**src/rtl/lsq_pkg.sv**
```systemverilog
// Shared definitions for the in-order load/store scheduler: FSM state codes,
// RAM size codes and the load-data extension rule.
package lsq_pkg;

   localparam logic [1:0] ST_IDLE   = 2'd0;
   localparam logic [1:0] ST_ISSUE  = 2'd1;
   localparam logic [1:0] ST_WAIT   = 2'd2;
   localparam logic [1:0] ST_RETIRE = 2'd3;

   localparam logic [2:0] MEM_B  = 3'b000;
   localparam logic [2:0] MEM_H  = 3'b001;
   localparam logic [2:0] MEM_W  = 3'b010;
   localparam logic [2:0] MEM_BU = 3'b100;
   localparam logic [2:0] MEM_HU = 3'b101;

   // Computed at 64 bits so any XLEN up to 64 can truncate the result.
   function automatic logic [63:0] load_ext(input logic [2:0] siz, input logic [63:0] raw);
      case (siz)
         MEM_B:   load_ext = {{56{raw[7]}}, raw[7:0]};
         MEM_BU:  load_ext = {56'd0, raw[7:0]};
         MEM_H:   load_ext = {{48{raw[15]}}, raw[15:0]};
         MEM_HU:  load_ext = {48'd0, raw[15:0]};
         default: load_ext = raw;
      endcase
   endfunction

endpackage

```
**src/rtl/lsq_sched_if.sv**
```systemverilog
// Bus bundle between the scheduler, the issue/resolve logic, the data RAM
// and the completion broadcast.
interface lsq_sched_if #(
   parameter int DEPTH = 8,
   parameter int TAG_W = 5,
   parameter int XLEN  = 32
);
   localparam int CW = $clog2(DEPTH) + 1;

   logic             alloc_valid;
   logic             alloc_ready;
   logic [TAG_W-1:0] alloc_tag;
   logic             alloc_store;
   logic [2:0]       alloc_size;

   logic             rslv_valid;
   logic [TAG_W-1:0] rslv_tag;
   logic [XLEN-1:0]  rslv_addr;
   logic [XLEN-1:0]  rslv_data;

   logic             mem_start;
   logic [XLEN-1:0]  mem_adr;
   logic             mem_wr;
   logic [2:0]       mem_siz;
   logic [XLEN-1:0]  mem_in;
   logic [XLEN-1:0]  mem_out;
   logic             mem_busy;
   logic             mem_done;

   logic             done_valid;
   logic [TAG_W-1:0] done_tag;
   logic [XLEN-1:0]  done_data;
   logic [CW-1:0]    count;

   modport master (
      input  alloc_valid, alloc_tag, alloc_store, alloc_size,
      input  rslv_valid, rslv_tag, rslv_addr, rslv_data,
      input  mem_out, mem_busy, mem_done,
      output alloc_ready, mem_start, mem_adr, mem_wr, mem_siz, mem_in,
      output done_valid, done_tag, done_data, count
   );

   modport slave (
      output alloc_valid, alloc_tag, alloc_store, alloc_size,
      output rslv_valid, rslv_tag, rslv_addr, rslv_data,
      output mem_out, mem_busy, mem_done,
      input  alloc_ready, mem_start, mem_adr, mem_wr, mem_siz, mem_in,
      input  done_valid, done_tag, done_data, count
   );

endinterface

```
**src/rtl/lsq_load_ext.sv**
```systemverilog
// Size-based sign/zero extender on the RAM read-data capture path.
module lsq_load_ext
   import lsq_pkg::*;
#(
   parameter int XLEN = 32
) (
   input  logic [2:0]      siz,
   input  logic [XLEN-1:0] raw,
   output logic [XLEN-1:0] ext
);

   assign ext = XLEN'(load_ext(siz, 64'(raw)));

endmodule

```
**src/rtl/lsq_sched.sv**
```systemverilog
// In-order load/store queue owning the single data-RAM port: ops enqueue in
// program order, wait for operand resolve, then issue one at a time.
module lsq_sched
   import lsq_pkg::*;
#(
   parameter int DEPTH = 8,
   parameter int TAG_W = 5,
   parameter int XLEN  = 32
) (
   input logic         clk,
   input logic         rst,
   lsq_sched_if.master bus
);

   localparam int PW = $clog2(DEPTH);
   localparam int CW = PW + 1;

   logic [DEPTH-1:0]             e_vld, e_rdy, e_st, hit;
   logic [DEPTH-1:0][2:0]        e_siz;
   logic [DEPTH-1:0][TAG_W-1:0]  e_tag;
   logic [DEPTH-1:0][XLEN-1:0]   e_adr, e_dat;

   logic [PW-1:0]   head, tail;
   logic [CW-1:0]   cnt;
   logic [1:0]      state;
   logic            do_alloc, do_pop, head_go;

   logic [XLEN-1:0]  adr_q, in_q, data_q, ext_data;
   logic [2:0]       siz_q;
   logic             wr_q;
   logic [TAG_W-1:0] tag_q;

   // Ready is a function of the registered count only, so a retire in the
   // same cycle cannot open a slot early.
   assign bus.alloc_ready = (cnt != CW'(DEPTH));
   assign do_alloc        = bus.alloc_valid & bus.alloc_ready;
   assign do_pop          = (state == ST_RETIRE);
   assign head_go         = e_vld[head] & e_rdy[head];

   // Resolve CAM: only valid, still-waiting entries may match.
   for (genvar i = 0; i < DEPTH; i++) begin : g_cam
      assign hit[i] = bus.rslv_valid & e_vld[i] & ~e_rdy[i] & (e_tag[i] == bus.rslv_tag);
   end

   always_ff @(posedge clk) begin
      if (rst) begin
         e_vld <= '0;
         e_rdy <= '0;
      end else begin
         for (int i = 0; i < DEPTH; i++)
            if (hit[i]) e_rdy[i] <= 1'b1;
         if (do_pop) e_vld[head] <= 1'b0;
         if (do_alloc) begin
            e_vld[tail] <= 1'b1;
            e_rdy[tail] <= 1'b0;
         end
      end
   end

   always_ff @(posedge clk) begin
      for (int i = 0; i < DEPTH; i++)
         if (hit[i]) begin
            e_adr[i] <= bus.rslv_addr;
            e_dat[i] <= bus.rslv_data;
         end
      if (do_alloc) begin
         e_st[tail]  <= bus.alloc_store;
         e_siz[tail] <= bus.alloc_size;
         e_tag[tail] <= bus.alloc_tag;
      end
   end

   always_ff @(posedge clk) begin
      if (rst) begin
         head <= '0;
         tail <= '0;
         cnt  <= '0;
      end else begin
         if (do_alloc) tail <= tail + PW'(1);
         if (do_pop)   head <= head + PW'(1);
         case ({do_alloc, do_pop})
            2'b10:   cnt <= cnt + CW'(1);
            2'b01:   cnt <= cnt - CW'(1);
            default: cnt <= cnt;
         endcase
      end
   end

   // RAM request fields are latched on leaving IDLE so they stay stable
   // through ISSUE, WAIT and RETIRE regardless of queue activity.
   always_ff @(posedge clk) begin
      if (rst) begin
         state  <= ST_IDLE;
         adr_q  <= '0;
         wr_q   <= 1'b0;
         siz_q  <= MEM_W;
         in_q   <= '0;
         tag_q  <= '0;
         data_q <= '0;
      end else begin
         case (state)
            ST_IDLE: if (head_go) begin
               state <= ST_ISSUE;
               adr_q <= e_adr[head];
               wr_q  <= e_st[head];
               siz_q <= e_siz[head];
               in_q  <= e_dat[head];
            end
            ST_ISSUE: state <= ST_WAIT;
            ST_WAIT: if (bus.mem_done && !bus.mem_busy) begin
               state  <= ST_RETIRE;
               tag_q  <= e_tag[head];
               data_q <= wr_q ? '0 : ext_data;
            end
            ST_RETIRE: state <= ST_IDLE;
            default:   state <= ST_IDLE;
         endcase
      end
   end

   lsq_load_ext #(.XLEN(XLEN)) u_ext (
      .siz (siz_q),
      .raw (bus.mem_out),
      .ext (ext_data)
   );

   assign bus.mem_start  = (state == ST_ISSUE);
   assign bus.mem_adr    = adr_q;
   assign bus.mem_wr     = wr_q;
   assign bus.mem_siz    = siz_q;
   assign bus.mem_in     = in_q;
   assign bus.done_valid = (state == ST_RETIRE);
   assign bus.done_tag   = tag_q;
   assign bus.done_data  = data_q;
   assign bus.count      = cnt;

endmodule

```
**src/flat_wrapper.sv**
```systemverilog
// flat-port wrapper written by rule: the top's interface ports become plain ports
module lsq_sched_flat import lsq_pkg::*;
#(
   parameter int DEPTH = 8,
   parameter int TAG_W = 5,
   parameter int XLEN  = 32
)
  (clk, rst, bus_alloc_valid, bus_alloc_tag, bus_alloc_store, bus_alloc_size, bus_rslv_valid, bus_rslv_tag, bus_rslv_addr, bus_rslv_data, bus_mem_out, bus_mem_busy, bus_mem_done, bus_alloc_ready, bus_mem_start, bus_mem_adr, bus_mem_wr, bus_mem_siz, bus_mem_in, bus_done_valid, bus_done_tag, bus_done_data, bus_count);
  lsq_sched_if #(.DEPTH(DEPTH), .TAG_W(TAG_W), .XLEN(XLEN)) bus_i ();
  input logic clk;
  input logic rst;
  input wire logic [$bits(bus_i.alloc_valid)-1:0] bus_alloc_valid;
  input wire logic [$bits(bus_i.alloc_tag)-1:0] bus_alloc_tag;
  input wire logic [$bits(bus_i.alloc_store)-1:0] bus_alloc_store;
  input wire logic [$bits(bus_i.alloc_size)-1:0] bus_alloc_size;
  input wire logic [$bits(bus_i.rslv_valid)-1:0] bus_rslv_valid;
  input wire logic [$bits(bus_i.rslv_tag)-1:0] bus_rslv_tag;
  input wire logic [$bits(bus_i.rslv_addr)-1:0] bus_rslv_addr;
  input wire logic [$bits(bus_i.rslv_data)-1:0] bus_rslv_data;
  input wire logic [$bits(bus_i.mem_out)-1:0] bus_mem_out;
  input wire logic [$bits(bus_i.mem_busy)-1:0] bus_mem_busy;
  input wire logic [$bits(bus_i.mem_done)-1:0] bus_mem_done;
  output wire logic [$bits(bus_i.alloc_ready)-1:0] bus_alloc_ready;
  output wire logic [$bits(bus_i.mem_start)-1:0] bus_mem_start;
  output wire logic [$bits(bus_i.mem_adr)-1:0] bus_mem_adr;
  output wire logic [$bits(bus_i.mem_wr)-1:0] bus_mem_wr;
  output wire logic [$bits(bus_i.mem_siz)-1:0] bus_mem_siz;
  output wire logic [$bits(bus_i.mem_in)-1:0] bus_mem_in;
  output wire logic [$bits(bus_i.done_valid)-1:0] bus_done_valid;
  output wire logic [$bits(bus_i.done_tag)-1:0] bus_done_tag;
  output wire logic [$bits(bus_i.done_data)-1:0] bus_done_data;
  output wire logic [$bits(bus_i.count)-1:0] bus_count;
  assign bus_i.alloc_valid = bus_alloc_valid;
  assign bus_i.alloc_tag = bus_alloc_tag;
  assign bus_i.alloc_store = bus_alloc_store;
  assign bus_i.alloc_size = bus_alloc_size;
  assign bus_i.rslv_valid = bus_rslv_valid;
  assign bus_i.rslv_tag = bus_rslv_tag;
  assign bus_i.rslv_addr = bus_rslv_addr;
  assign bus_i.rslv_data = bus_rslv_data;
  assign bus_i.mem_out = bus_mem_out;
  assign bus_i.mem_busy = bus_mem_busy;
  assign bus_i.mem_done = bus_mem_done;
  assign bus_alloc_ready = bus_i.alloc_ready;
  assign bus_mem_start = bus_i.mem_start;
  assign bus_mem_adr = bus_i.mem_adr;
  assign bus_mem_wr = bus_i.mem_wr;
  assign bus_mem_siz = bus_i.mem_siz;
  assign bus_mem_in = bus_i.mem_in;
  assign bus_done_valid = bus_i.done_valid;
  assign bus_done_tag = bus_i.done_tag;
  assign bus_done_data = bus_i.done_data;
  assign bus_count = bus_i.count;
  lsq_sched #(.DEPTH(DEPTH), .TAG_W(TAG_W), .XLEN(XLEN)) u_core (.clk(clk), .rst(rst), .bus(bus_i));
endmodule
```
**config.mk**
```make
export PLATFORM = sky130hd
export DESIGN_NAME = lsq_sched_flat
export DESIGN_NICKNAME = d
export VERILOG_FILES = /design/src/rtl/lsq_pkg.sv /design/src/rtl/lsq_sched_if.sv /design/src/rtl/lsq_load_ext.sv /design/src/rtl/lsq_sched.sv /design/src/flat_wrapper.sv
export SDC_FILE = /design/constraint.sdc
export NUM_CORES = 1
export LEC_CHECK = 0
export BUFFER_PORTS_ARGS = -buffer_cell sky130_fd_sc_hd__buf_4
export CORE_ASPECT_RATIO = 1.1
export CORE_MARGIN = 4
export CORE_UTILIZATION = 55
export DETAILED_ROUTE_END_ITERATION = 8
export PLACE_DENSITY_LB_ADDON = 0.05
export SYNTH_ARGS = -nofsm -noshare
export SYNTH_HDL_FRONTEND = slang
export SYNTH_HIERARCHICAL = 1
export SYNTH_SLANG_ARGS = --single-unit
```
**constraint.sdc**
```tcl
create_clock -name clk -period 12.8 [get_ports clk]
set_input_delay 2.56 -clock clk [delete_from_list [all_inputs] [get_ports clk]]
set_output_delay 2.56 -clock clk [all_outputs]
set_load 0.1 [all_outputs]
```
==> metrics.txt <==
Multi-input gate area=7123 sq um; CTS buffer count=70; Worst-path clk slew=60 ps; largest net degree at the start of global routing=75; area growth from synthesis to layout=16.34%; Die Span Y=244.0 um; boundary pin count=228; kind of critical path=flop to primary output; DRT Pass-1 Iters=5; worst skew pair latency=610 ps; via count=14,790; wire length on met2=31,020 um; Met3 Wirelength=3452 um; max-cap viol count=0; main combinational cell family by area after synthesis=multiplexers; Post-Synth Adder-Cell Area=0.004042; post-cts hold buffer count=0; Crit path largest cell delay=720 ps; Power Density=145.8 nW/um^2; RSZ-0062 raised after global routing=no; Synth Area in Compound Gates=0.05345; DRT met1 WL=25,550 um; Leak=10.44 nW; Post-Layout Inst Area=32,410 sq um; area share of and/or/nand/nor cells after synthesis=0.03458; Layout Utilization=0.6463; htree depth=3; RD Place Congestion=0.8438; Post-CTS Setup Bufs=0; Tcrit/Tclk final=0.3541; CP Data Required Time=10,240 ps; Setup crit end kind=primary output; post-synthesis mux area share=0.1471; status=complete, no violations; crit path max fanout=7; port buffer count=227; DR vias/cell=5.957; Top Metal Used=met5; commonest cells after routing, fill and taps aside=edfxtp_1, buf_4, mux4_2, dfxtp_1, a21oi_1; Synth Net Count=1,674; DRC violations left=0; Synth cell types=44; worst path bufs/invs=1; type of the most critical hold path=flop to flop; initial antenna violation count=6; layout cells sized above 1=0.3022; Slew @ Worst Pin=1160 ps; die area=54,320 sq um; clock tree sinks=717; initial core utilization=0.5555; wire length per cell=24.75 um; Synth Area per Inst=17.98 sq um; CTS tree=yes; flop-to-flop setup slack=9210 ps; commonest non-fill, non-tap cell in the layout=edfxtp_1; Final HPWL DP=35,140 um; worst hold margin=486.2 ps; CP startpoint kind=flop; Slew Limit Fails=0; drt initial violations=1,153; setup_tns=0 ps; final setup violation count=0; Core Region=50,140 sq um; global-route wire length before repair=93,520 um; Final Skew=21.23 ps; Peak Freq=220.6 MHz; synthesis-stage register bit count=717; Fin. Hold Viols=0; XOR/XNOR share of the synthesized area=0.01446; Warnings, synthesis=6; Top FF cell, synth=edfxtp_1; total track usage=0.2262; post-CTS sizing=0; Min Clock Period, post-route=4533 ps; Rel. slew slack=0.2268; synthesized instance count=1,549; async set or reset register ratio after synthesis=0; Root Buffer=clkbuf_16; vias in the first global route=15,160; fill count=3,626; clk buf depth=3; Peak VDD IR=118.7 uV; Die Wd=222.6 um; Sequential Area=20,210 sq um; CP Cell Sequence=or4b_2 -> buf_4; post-synthesis sequential area ratio=0.7251; post-route ant nets=0; Crit path max-delay family=simple AND/OR/NAND/NOR gates; Total Wirelength=61,440 um; cell area after synthesis=27,860 sq um; Data arrival, critical path=1970 ps; CP max-delay cell=or4b_2; Congestion Overflow GR=0; row cnt=86; EDFF count, synth=584; final net count=1,887; Placed Area=30,140 sq um
power by group:
part	switching (mW)	internal, mW	total, mW
registers	0.00953	2.53	2.54
logic	0.125	0.0572	0.182
clock network	0.844	1.16	2.00
total	0.978	3.75	4.73
layer usage:
layer / vias up / global-route usage
met5: - / 0
met4: 6 / 0.06782
met3: 97 / 0.04514
met2: 383 / 0.3793
met1: 7722 / 0.3055
li1: 6583 / -
cell type report:
cell class / instances / area share
Sequential cell: 717 / 0.6236
Antenna cell: 3 / 0.0002316
Multi-Input combinational cell: 705 / 0.2198
Inverter: 8 / 0.0009266
Clock inverter: 28 / 0.006254
Clock buffer: 102 / 0.06347
Tap cell: 660 / 0.02548
Timing Repair Buffer: 260 / 0.06023
state kept, by name (all words and copies together) (netlist names):
| signal | cells |
|---|---|
| u_core/bus.done_data | 32 |
| u_core/bus.done_tag | 5 |
| u_core/tail | 3 |
| u_core/e_tag | 40 |
| u_core/bus.mem_siz | 3 |
| u_core/bus.count | 4 |
| u_core/e_dat | 256 |
| u_core/e_rdy | 8 |
| u_core/bus.mem_in | 32 |
| u_core/e_st | 8 |
| u_core/e_adr | 256 |
| u_core/head | 3 |
| u_core/bus.mem_adr | 32 |
| u_core/state | 2 |
| u_core/e_siz | 24 |
| u_core/e_vld | 8 |
| u_core/bus.mem_wr | 1 |
cell usage after synthesis (2+ instances only):
cell | instances | area (sq um)
edfxtp_1 | 584 | 17540
mux4_2 | 147 | 3311
dfxtp_1 | 133 | 2663
a21oi_1 | 112 | 560.5
mux2i_1 | 76 | 760.7
nor2_1 | 61 | 229.0
clkbuf_1 | 58 | 217.7
a211oi_1 | 49 | 367.9
nand2_1 | 47 | 176.4
o21ai_0 | 38 | 190.2
nor3b_1 | 33 | 247.7
xnor2_1 | 33 | 289.0
buf_2 | 22 | 110.1
buf_1 | 21 | 78.83
a211oi_2 | 20 | 250.2
xor2_1 | 13 | 113.9
nor4_1 | 11 | 68.82
buf_4 | 9 | 67.56
ha_1 | 9 | 112.6
nand4_1 | 9 | 56.30
o21a_1 | 9 | 67.56
inv_1 | 8 | 30.03
buf_6 | 7 | 78.83
nand2b_1 | 7 | 43.79
nand3_1 | 5 | 25.02
nor3_1 | 4 | 20.02
or3_1 | 4 | 25.02
o21ai_1 | 3 | 15.01
clkbuf_2 | 2 | 10.01
through the flow:
| step | total power [mW] | std cells | setup WS [ps] |
|---|---|---|---|
| after floorplan | 2.685 | 1549 | 2773 |
| after global placement | 2.766 | 2350 | 7875 |
| after detailed placement | 2.771 | 2350 | 7873 |
| after CTS | 4.776 | 2480 | 8237 |
| after global routing | 4.882 | 2481 | 8185 |
| final | 4.726 | 2483 | 8267 |
worst min-delay path, cell delays in order (launching register included):
cell and delay (ps):
dfxtp_1 320, a21oi_1 60, nor2_1 70
worst paths after layout:
check             cells after the start                       end                startpoint
setup / recovery                      2           bus_alloc_ready       u_core/bus.count[0]
setup reg to reg                      5     u_core/bus.mem_in[20]            u_core/head[1]
hold reg to reg                       2  u_core/bus.done_data[15]  u_core/bus.done_data[15]
hold / removal                        2  u_core/bus.done_data[15]  u_core/bus.done_data[15]
cell families (layout without fill, tap and decap cells):
logic type	count (synthesis)	count (layout)
buffers and inverters	127	398
adders and majority gates	9	9
other	0	3
muxes	225	225
AOI/OAI and AO/OA	236	236
and+or+nand+nor	189	189
DFF	717	717
xor gates and xnor gates	46	46
Note: power is estimated with default switching activity, not from simulation.
